File: src/rtl/clk_div_bank.sv
// ============================================================================
// Module   : clk_div_bank
// Purpose  : Multi-channel programmable 50 % duty clock divider with tick.
// Revision : 1.0 - initial release
// ============================================================================
`default_nettype none

module clk_div_bank #(
  parameter int CHANNELS    = 2,
  parameter int CNT_W       = 16,
  parameter int DEFAULT_DIV = 1
) (
  input  logic                                            clk,
  input  logic                                            rst_n,
  input  logic [CHANNELS-1:0]                             en,
  input  logic                                            div_load,
  input  logic [((CHANNELS > 1) ? $clog2(CHANNELS) : 1)-1:0] div_ch,
  input  logic [CNT_W-1:0]                                div_val,
  input  logic                                            sync,
  output logic [CHANNELS-1:0]                             divided_clk,
  output logic [CHANNELS-1:0]                             tick
);

  localparam int             c_CH_W   = (CHANNELS > 1) ? $clog2(CHANNELS) : 1;
  localparam logic [CNT_W-1:0] c_DEF_DIV = CNT_W'(DEFAULT_DIV);

  for (genvar i = 0; i < CHANNELS; i++) begin : g_ch
    logic [CNT_W-1:0] cnt_q, cnt_d;
    logic [CNT_W-1:0] shadow_q, shadow_d;
    logic [CNT_W-1:0] active_q, active_d;
    logic             clk_q, clk_d;
    logic             tick_q, tick_d;
    logic             w_hit;
    logic             w_wrap;

    // Out-of-range div_ch matches no channel, so such loads vanish.
    assign w_hit  = div_load && (div_ch == c_CH_W'(i));
    assign w_wrap = (cnt_q == active_q);

    always_comb begin
      shadow_d = w_hit ? div_val : shadow_q;
      cnt_d    = cnt_q;
      active_d = active_q;
      clk_d    = clk_q;
      tick_d   = 1'b0;
      if (sync) begin
        // A load in the sync cycle is taken straight into active.
        cnt_d    = '0;
        clk_d    = 1'b0;
        active_d = shadow_d;
      end else if (!en[i]) begin
        cnt_d    = '0;
        clk_d    = 1'b0;
        active_d = shadow_q;
      end else if (w_wrap) begin
        cnt_d    = '0;
        clk_d    = ~clk_q;
        tick_d   = ~clk_q;
        active_d = shadow_q;
      end else begin
        cnt_d    = cnt_q + 1'b1;
      end
    end

    always_ff @(posedge clk or negedge rst_n) begin
      if (!rst_n) begin
        cnt_q    <= '0;
        shadow_q <= c_DEF_DIV;
        active_q <= c_DEF_DIV;
        clk_q    <= 1'b0;
        tick_q   <= 1'b0;
      end else begin
        cnt_q    <= cnt_d;
        shadow_q <= shadow_d;
        active_q <= active_d;
        clk_q    <= clk_d;
        tick_q   <= tick_d;
      end
    end

    assign divided_clk[i] = clk_q;
    assign tick[i]        = tick_q;
  end

endmodule

`default_nettype wire

File: config.mk
export PLATFORM = sky130hd
export DESIGN_NAME = clk_div_bank
export DESIGN_NICKNAME = d
export VERILOG_FILES = /design/src/rtl/clk_div_bank.sv
export SDC_FILE = /design/constraint.sdc
export NUM_CORES = 1
export LEC_CHECK = 0
export CAP_MARGIN = 20
export CELL_PAD_IN_SITES_DETAIL_PLACEMENT = 2
export CELL_PAD_IN_SITES_GLOBAL_PLACEMENT = 2
export CORE_ASPECT_RATIO = 0.5
export CORE_MARGIN = 2
export CORE_UTILIZATION = 30
export CTS_BUF_LIST = sky130_fd_sc_hd__clkbuf_4
export CTS_CLUSTER_SIZE = 10
export DETAILED_ROUTE_END_ITERATION = 10
export PLACE_DENSITY_LB_ADDON = 0.1
export SLEW_MARGIN = 15
export SYNTH_ARGS = -nofsm -noshare
export SYNTH_HDL_FRONTEND = slang
export SYNTH_SLANG_ARGS = --single-unit
File: constraint.sdc
create_clock -name clk -period 1.95 [get_ports clk]
set_input_delay 0.39 -clock clk [delete_from_list [all_inputs] [get_ports clk]]
set_output_delay 0.39 -clock clk [all_outputs]
set_load 0.01 [all_outputs]
==> results of run 1 <==
-- worst max-delay path, delay by kind of cell (launching register included) --
family                    cells  cell delay [ps]
and+or+nand+nor               3              680
muxes                         1              320
xor gates and xnor gates      1              200
buffers and inverters         2              320
DFF                           1              450
-- final timing paths --
path / start / end / slack [ps] / cells past startpoint
setup / recovery: g_ch[1].cnt_q[9]$_DFF_PN0_ / g_ch[1].active_q[3]$_DFFE_PN0P_ / -110 / 7
hold / removal: rst_n / g_ch[1].active_q[12]$_DFFE_PN0P_ / 410 / 2
setup reg to reg: g_ch[1].cnt_q[9]$_DFF_PN0_ / g_ch[1].active_q[3]$_DFFE_PN0P_ / -110 / 7
hold reg to reg: g_ch[1].clk_q$_DFFE_PN0P_ / g_ch[1].tick_q$_DFF_PN0_ / 500 / 1
max in group asynchronous: rst_n / g_ch[1].shadow_q[0]$_DFF_PN1_ / 950 / 3
min in group clk: g_ch[1].clk_q$_DFFE_PN0P_ / g_ch[1].tick_q$_DFF_PN0_ / 500 / 1
-- flip-flops by register name (all words and copies together) (netlist names) --
name,flops
g_ch.tick_q,2
g_ch.clk_q,2
g_ch.active_q,32
g_ch.shadow_q,32
g_ch.cnt_q,32
-- routing by layer --
metal,track usage (%),part of all wire [%]
met1,19.63,48
met2,24.31,49
met3,3.605,2.0
met4,3.200,0.79
met5,0,0
-- power breakdown --
group          total, W  internal [W]  leakage (nW)  switching (W)
clock network   0.00115      0.000395        0.0727       0.000758
logic          0.000793      0.000477          1.33       0.000316
registers       0.00246       0.00231          1.24       0.000153
-- metrics by stage --
step,power (W),std cells,setup WS [ps],hold WS [ps],TNS (ps)
floorplan,0.002931,380,120.9,94.41,0
global placement,0.003177,629,-154.9,387.0,-5680
detailed placement,0.003235,629,-268.3,403.4,-10140
CTS,0.004433,648,-141.1,390.9,-3373
global route,0.004672,655,-205.9,394.3,-4824
finish,0.004409,655,-105.4,409.6,-1359
-- final cells by class --
type                    instances  area share [%]
flip-flops and latches        100           42.02
multi-input cells             255           37.41
repair buffers                 74           13.57
well taps                     204           4.273
clock inverters                 7           1.215
clock buffers                   9           1.131
inverters                       6          0.3770
-- cell usage after synthesis --
| master | instances | area (sq um) |
|---|---|---|
| nand4_1 | 10 | 62.56 |
| nor3_1 | 4 | 20.02 |
| nor4_2 | 1 | 12.51 |
| ha_1 | 2 | 25.02 |
| mux2_2 | 83 | 934.7 |
| buf_4 | 6 | 45.04 |
| xnor2_1 | 11 | 96.34 |
| clkbuf_2 | 1 | 5.000 |
| inv_1 | 6 | 22.52 |
| or2_2 | 1 | 6.260 |
| xor2_1 | 51 | 446.7 |
| nand3_1 | 9 | 45.04 |
| mux2_4 | 10 | 150.1 |
| buf_1 | 1 | 3.750 |
| nand3b_1 | 1 | 7.510 |
| and4_1 | 4 | 35.03 |
| and3_1 | 2 | 12.51 |
| dfrtp_1 | 96 | 2402 |
| mux2_1 | 3 | 33.78 |
| buf_12 | 1 | 20.02 |
| buf_8 | 1 | 15.01 |
| nor4_1 | 9 | 56.30 |
| buf_6 | 5 | 56.30 |
| nand2_1 | 10 | 37.54 |
| nand2b_1 | 5 | 31.28 |
| dfstp_2 | 4 | 105.1 |
| clkbuf_1 | 4 | 15.01 |
| nor2_1 | 39 | 146.4 |
-- what timing repair did --
action | CTS | global route
resized for setup | 2 | 20
setup buffers | 2 | 5
hold buffers | 1 | 0
endpoints found under the hold margin | 27 | 0
endpoints found under the setup margin | 45 | 65
cloned | 0 | 4
pin swaps | 1 | 5
-- cells by family (layout without fill, tap and decap cells) --
| kind of cell | Yosys count | in the layout | synth area share, % |
|---|---|---|---|
| AND/OR/NAND/NOR | 95 | 95 | 9.752 |
| multiplexers | 96 | 96 | 23.06 |
| XOR/XNOR | 62 | 62 | 11.20 |
| adder cells (fa/ha/maj) | 2 | 2 | 0.5159 |
| buffers and inverters | 25 | 96 | 3.766 |
| flip-flops | 100 | 100 | 51.70 |
==> impl_metrics.py, run 1 <==
metrics = {
    "run_status": {
        "status": "complete, but fails checks",
        "failed_checks": "negative setup slack",
    },
    "placement": {
        "globalplace.congestion": 0.7519,
        "place.detailed.hpwl_mm": 8.734,
        "dpl_cell_area_sq_mm": 0.005588,
        "placement.io_buffers": 26,
    },
    "cells_and_area": {
        "fillerInstances": 1596,
        "num-nets-final": 471,
        "most-common-layout-cells": "94 x dfrtp_1, 75 x mux2_2, 50 x xor2_1",
        "fin_area_sq_mm": 0.005973,
        "register_area_sq_mm": 0.002510,
        "finish.utilization_pct": 38.25,
        "insertedDiodeCount": 0,
        "drive_gt1_share_pct": 37.92,
        "mostFrequentLayoutCell": "dfrtp_1",
        "areaGrowthSynthToFinish_pct": 23.17,
        "footprint_of_the_multi_input_gates_sq_mm": 0.002235,
    },
    "yosys": {
        "syn-mean-instance-area_sq_um": 12.76,
        "ys_warn_count": 0,
        "ys_seq_elements": 100,
        "library_cells_used_by_synthesis": 28,
        "synth.cell_area_sq_mm": 0.004850,
        "syn-instance-count": 380,
        "seq_area_frac_synth_pct": 51.70,
        "synth_fp_nets": 405,
    },
    "floorplan": {
        "fp-row-count": 32,
        "floorplan.io_pins": 27,
        "die_height_um": 93.91,
        "initial_core_util_pct": 31.06,
        "die_w_um": 183.8,
        "floorplan.die_area_sq_mm": 0.01726,
        "placeableCoreArea_sq_mm": 0.01562,
    },
    "setup_path": {
        "arrival_time_worst_endpoint_ps": 2440,
        "cp.required_ps": 2330,
        "worstSetupStartpointType": "flop",
        "crit_type": "reg -> reg",
        "critical-path-max-stage-delay_ps": 450,
        "critPathCaptureType": "flop",
        "crit_slowest_cell": "dfrtp_1",
        "path_max_fanout": 8,
        "worstPathCellList": "xor2_2 -> nor4_4 -> buf_4 -> nand4_1 -> nand2b_4 -> clkbuf_16 -> mux2_2",
    },
    "clocking": {
        "cts_buffers": 9,
        "clk_root_buffer_cell": "clkbuf_4",
        "numClockSinks": 100,
        "clk_path_buf_depth": 2,
        "clkSlewWorstSetupHoldPaths_ps": 170,
        "clock_insertion_delay_worst_skew_ps": 480,
        "cts.htree.levels": 3,
        "tritoncts": "yes",
    },
    "drt": {
        "drt_iter0_drc": 59,
        "routed_via_density": 4.666,
        "wl_mm": 11.96,
        "drtPass1Iterations": 4,
        "routedWlPerCell_um": 18.26,
        "ant_nets": 0,
        "route.vias.total": 3056,
        "detail_route.drc_violations": 0,
    },
    "global_routing": {
        "globalRouteTotalUtil_pct": 14.71,
        "grt_pass1_wl_mm": 19.20,
        "grt_start_max_net_pins": 35,
        "number_of_global_route_vias_before_repair": 3481,
        "global_route.overflow_total": 0,
        "antenna_violations_before_repair": 0,
    },
    "sta": {
        "timing.max_slew.rel_slack_pct": 65.63,
        "worst_slack_ps": -105.4,
        "final_period_minus_worst_setup_slack_ps": 2055,
        "worst_clk_skew_ps": 27.79,
        "worstMarginPinSlew_ps": 515.6,
        "finalHoldViolCount": 0,
        "maxClockFrequency_mhz": 486.5,
        "setup-violations-final": 16,
        "total_count_of_max_transition_violations_in_the_final_report": 0,
        "final.period_utilization_pct": 105.4,
        "rsz0062_at_grt": "yes",
    },
    "job": {
        "number_of_maximum_capacitance_constraint_violations": 0,
    },
    "pwr": {
        "total_leakage_power_nw": 2.646,
        "power.density_mw_per_mm2": 738.1,
        "max_ir_drop_vdd_mv": 0.2304,
    },
    "hold_path": {
        "worst_hold_path_type": "in -> async",
    },
}
Power figures use the tool's default switching activity.
==> inputs of run 2 (changes only) <==
==> constraint.sdc (replaced) <==
create_clock -name clk -period 2.3 [get_ports clk]
set_input_delay 0.46 -clock clk [delete_from_list [all_inputs] [get_ports clk]]
set_output_delay 0.46 -clock clk [all_outputs]
set_load 0.01 [all_outputs]
==> run 2 against run 1 <==
The run now ends clean. Combinational power is 26% lower. Critical path depth is 1 lower. Cell count is 5.5% lower.
==> impl_metrics.py, run 2 (synthesized netlist as in run 1, its figures left out) <==
metrics = {
    "sta": {
        "timing.max_slew.rel_slack_pct": 67.18,
        "worstMarginPinSlew_ps": 488.5,
        "final_period_minus_worst_setup_slack_ps": 2135,
        "maxClockFrequency_mhz": 468.5,
        "tns_ps": 0,
        "finalHoldViolCount": 0,
        "total_count_of_max_transition_violations_in_the_final_report": 0,
        "worst_slack_ps": 165.3,
        "worst_clk_skew_ps": 26.17,
        "rsz0062_at_grt": "no",
        "setup-violations-final": 0,
        "final.period_utilization_pct": 92.81,
    },
    "floorplan": {
        "die_height_um": 93.91,
        "placeableCoreArea_sq_mm": 0.01562,
        "die_w_um": 183.8,
        "floorplan.die_area_sq_mm": 0.01726,
        "floorplan.io_pins": 27,
        "fp-row-count": 32,
        "initial_core_util_pct": 31.06,
    },
    "clocking": {
        "clk_path_buf_depth": 2,
        "clock_insertion_delay_worst_skew_ps": 460,
        "numClockSinks": 100,
        "clk_root_buffer_cell": "clkbuf_4",
        "cts.htree.levels": 3,
        "postCtsSetupRepairBufs": 0,
        "tritoncts": "yes",
        "cts_buffers": 9,
        "clkSlewWorstSetupHoldPaths_ps": 160,
    },
    "setup_path": {
        "critical-path-max-stage-delay_ps": 470,
        "crit_slowest_cell": "dfrtp_1",
        "regToRegEndpoint": "g_ch[1].active_q[14]$_DFFE_PN0P_",
        "worstPathCellList": "xor2_1 -> nor4_2 -> nand4_1 -> nand2b_1 -> buf_12 -> mux2_2",
        "worstSetupStartpointType": "flop",
        "worstPathBufferInverterCount": 1,
        "worst-r2r-cell-count": 6,
        "crit_type": "reg -> reg",
        "r2r_start": "g_ch[1].cnt_q[12]$_DFF_PN0_",
        "path_max_fanout": 32,
        "cp.required_ps": 2650,
        "critPathCaptureType": "flop",
        "cp_top_family": "simple AND/OR/NAND/NOR gates",
        "arrival_time_worst_endpoint_ps": 2480,
        "worst-r2r-setup-slack_ps": 170,
    },
    "cells_and_area": {
        "areaGrowthSynthToFinish_pct": 13.98,
        "fin_area_sq_mm": 0.005528,
        "biggestRegsByFlops": "g_ch.active_q (32), g_ch.cnt_q (32), g_ch.shadow_q (32)",
        "fillerInstances": 1615,
        "num-nets-final": 435,
        "most-common-layout-cells": "96 x dfrtp_1, 83 x mux2_2, 51 x xor2_1",
        "insertedDiodeCount": 0,
        "mostFrequentLayoutCell": "dfrtp_1",
        "drive_gt1_share_pct": 30.60,
    },
    "drt": {
        "route.vias.total": 2825,
        "routedWlPerCell_um": 17.57,
        "ant_nets": 0,
        "wl_mm": 10.88,
        "detail_route.drc_violations": 0,
        "routed_via_density": 4.564,
        "drt_iter0_drc": 110,
        "drtPass1Iterations": 4,
    },
    "global_routing": {
        "antenna_violations_before_repair": 0,
        "grt_start_max_net_pins": 33,
        "number_of_global_route_vias_before_repair": 3297,
        "global_route.overflow_total": 0,
        "globalRouteTotalUtil_pct": 14.14,
        "grt_pass1_wl_mm": 18.32,
    },
    "job": {
        "number_of_maximum_capacitance_constraint_violations": 0,
    },
    "pwr": {
        "total_leakage_power_nw": 2.369,
        "seq_power_share_pct": 55.9,
        "power_report.internal_total_w": 0.002759,
        "total_switching_power_w": 0.0009735,
        "max_ir_drop_vdd_mv": 0.3285,
        "clock_power_share_pct": 28.5,
        "fin_total_pwr_w": 0.003732,
        "power.density_mw_per_mm2": 675.2,
        "swShare_pct": 26.08,
        "combinational_fraction_of_design_power_pct": 15.6,
    },
    "placement": {
        "dpl_cell_area_sq_mm": 0.005348,
        "dp_slack_ps": 94.05,
        "place.detailed.hpwl_mm": 8.021,
        "placement.io_buffers": 26,
        "globalplace.congestion": 0.7125,
    },
    "run_status": {
        "status": "finished, final reports clean",
    },
    "hold_path": {
        "worst_hold_path_type": "in -> async",
    },
}
-- run 2: changes by cell type in the layout (fill, tap and decap cells not counted), sizes merged --
cell	delta
inv	-2
clkbuf	-3
clkinv	+1
buf	-32
clkinvlp	-1
bufinv	+1
-- run 2: final cells by class --
cell class                 count  area (sq um)  share of cell area, %
sequential                   100          2507                  45.36
multi-input combinational    255          2166                  39.18
timing repair buffer          38         412.9                  7.469
tap                          204         255.2                  4.617
clock inverter                 6         88.84                  1.607
clock buffer                  10         75.07                  1.358
inverter                       6         22.52                 0.4074
-- run 2: how the worst max path moves through the flow --
stage,from,slack [ps],to,depth (start not counted)
3_5_place_dp,sync,90,g_ch[0].active_q[1]$_DFFE_PN0P_,5
2_1_floorplan,g_ch[0].cnt_q[5]$_DFF_PN0_,470,g_ch[0].active_q[12]$_DFFE_PN0P_,8
3_3_place_gp,sync,130,g_ch[0].active_q[1]$_DFFE_PN0P_,5
5_1_grt,g_ch[1].cnt_q[5]$_DFF_PN0_,9,g_ch[1].active_q[11]$_DFFE_PN0P_,6
4_1_cts,g_ch[1].cnt_q[12]$_DFF_PN0_,110,g_ch[1].active_q[11]$_DFFE_PN0P_,6
6_report,g_ch[1].cnt_q[12]$_DFF_PN0_,170,g_ch[1].active_q[14]$_DFFE_PN0P_,6
-- run 2: through the flow --
stage	hold WS (ps)	std cells	util [%]
after detailed placement	417.5	602	34.25
after CTS	417.3	619	35.36
after global routing	423.6	619	35.40
after global placement	413.9	602	34.25
after floorplan	164.4	380	-
final	448.1	619	35.40
-- run 2: power by group through the flow --
stage | clock, W | combinational, W | sequential [W]
6_report | 0.00106 | 0.000583 | 0.00209
5_1_grt | 0.00120 | 0.000649 | 0.00212
4_1_cts | 0.00113 | 0.000597 | 0.00209
3_5_place_dp | 0 | 0.000591 | 0.00212
3_3_place_gp | 0 | 0.000566 | 0.00211
2_1_floorplan | 0 | 0.000411 | 0.00207
-- run 2: metal layers --
| layer | vias up | wire length [um] | global-route usage [%] |
|---|---|---|---|
| met5 | - | 0 | 0 |
| li1 | 1352 | - | - |
| met2 | 10 | 5331 | 23.77 |
| met1 | 1455 | 5273 | 18.58 |
| met3 | 8 | 196 | 3.605 |
| met4 | 0 | 75 | 2.800 |
-- run 2: repair_timing --
| action | in CTS | in global routing |
|---|---|---|
| endpoints found under the setup margin | 0 | 14 |
| hold buffers | 1 | 0 |
| resized for setup | 0 | 1 |
| hold endpoints to repair | 22 | 0 |
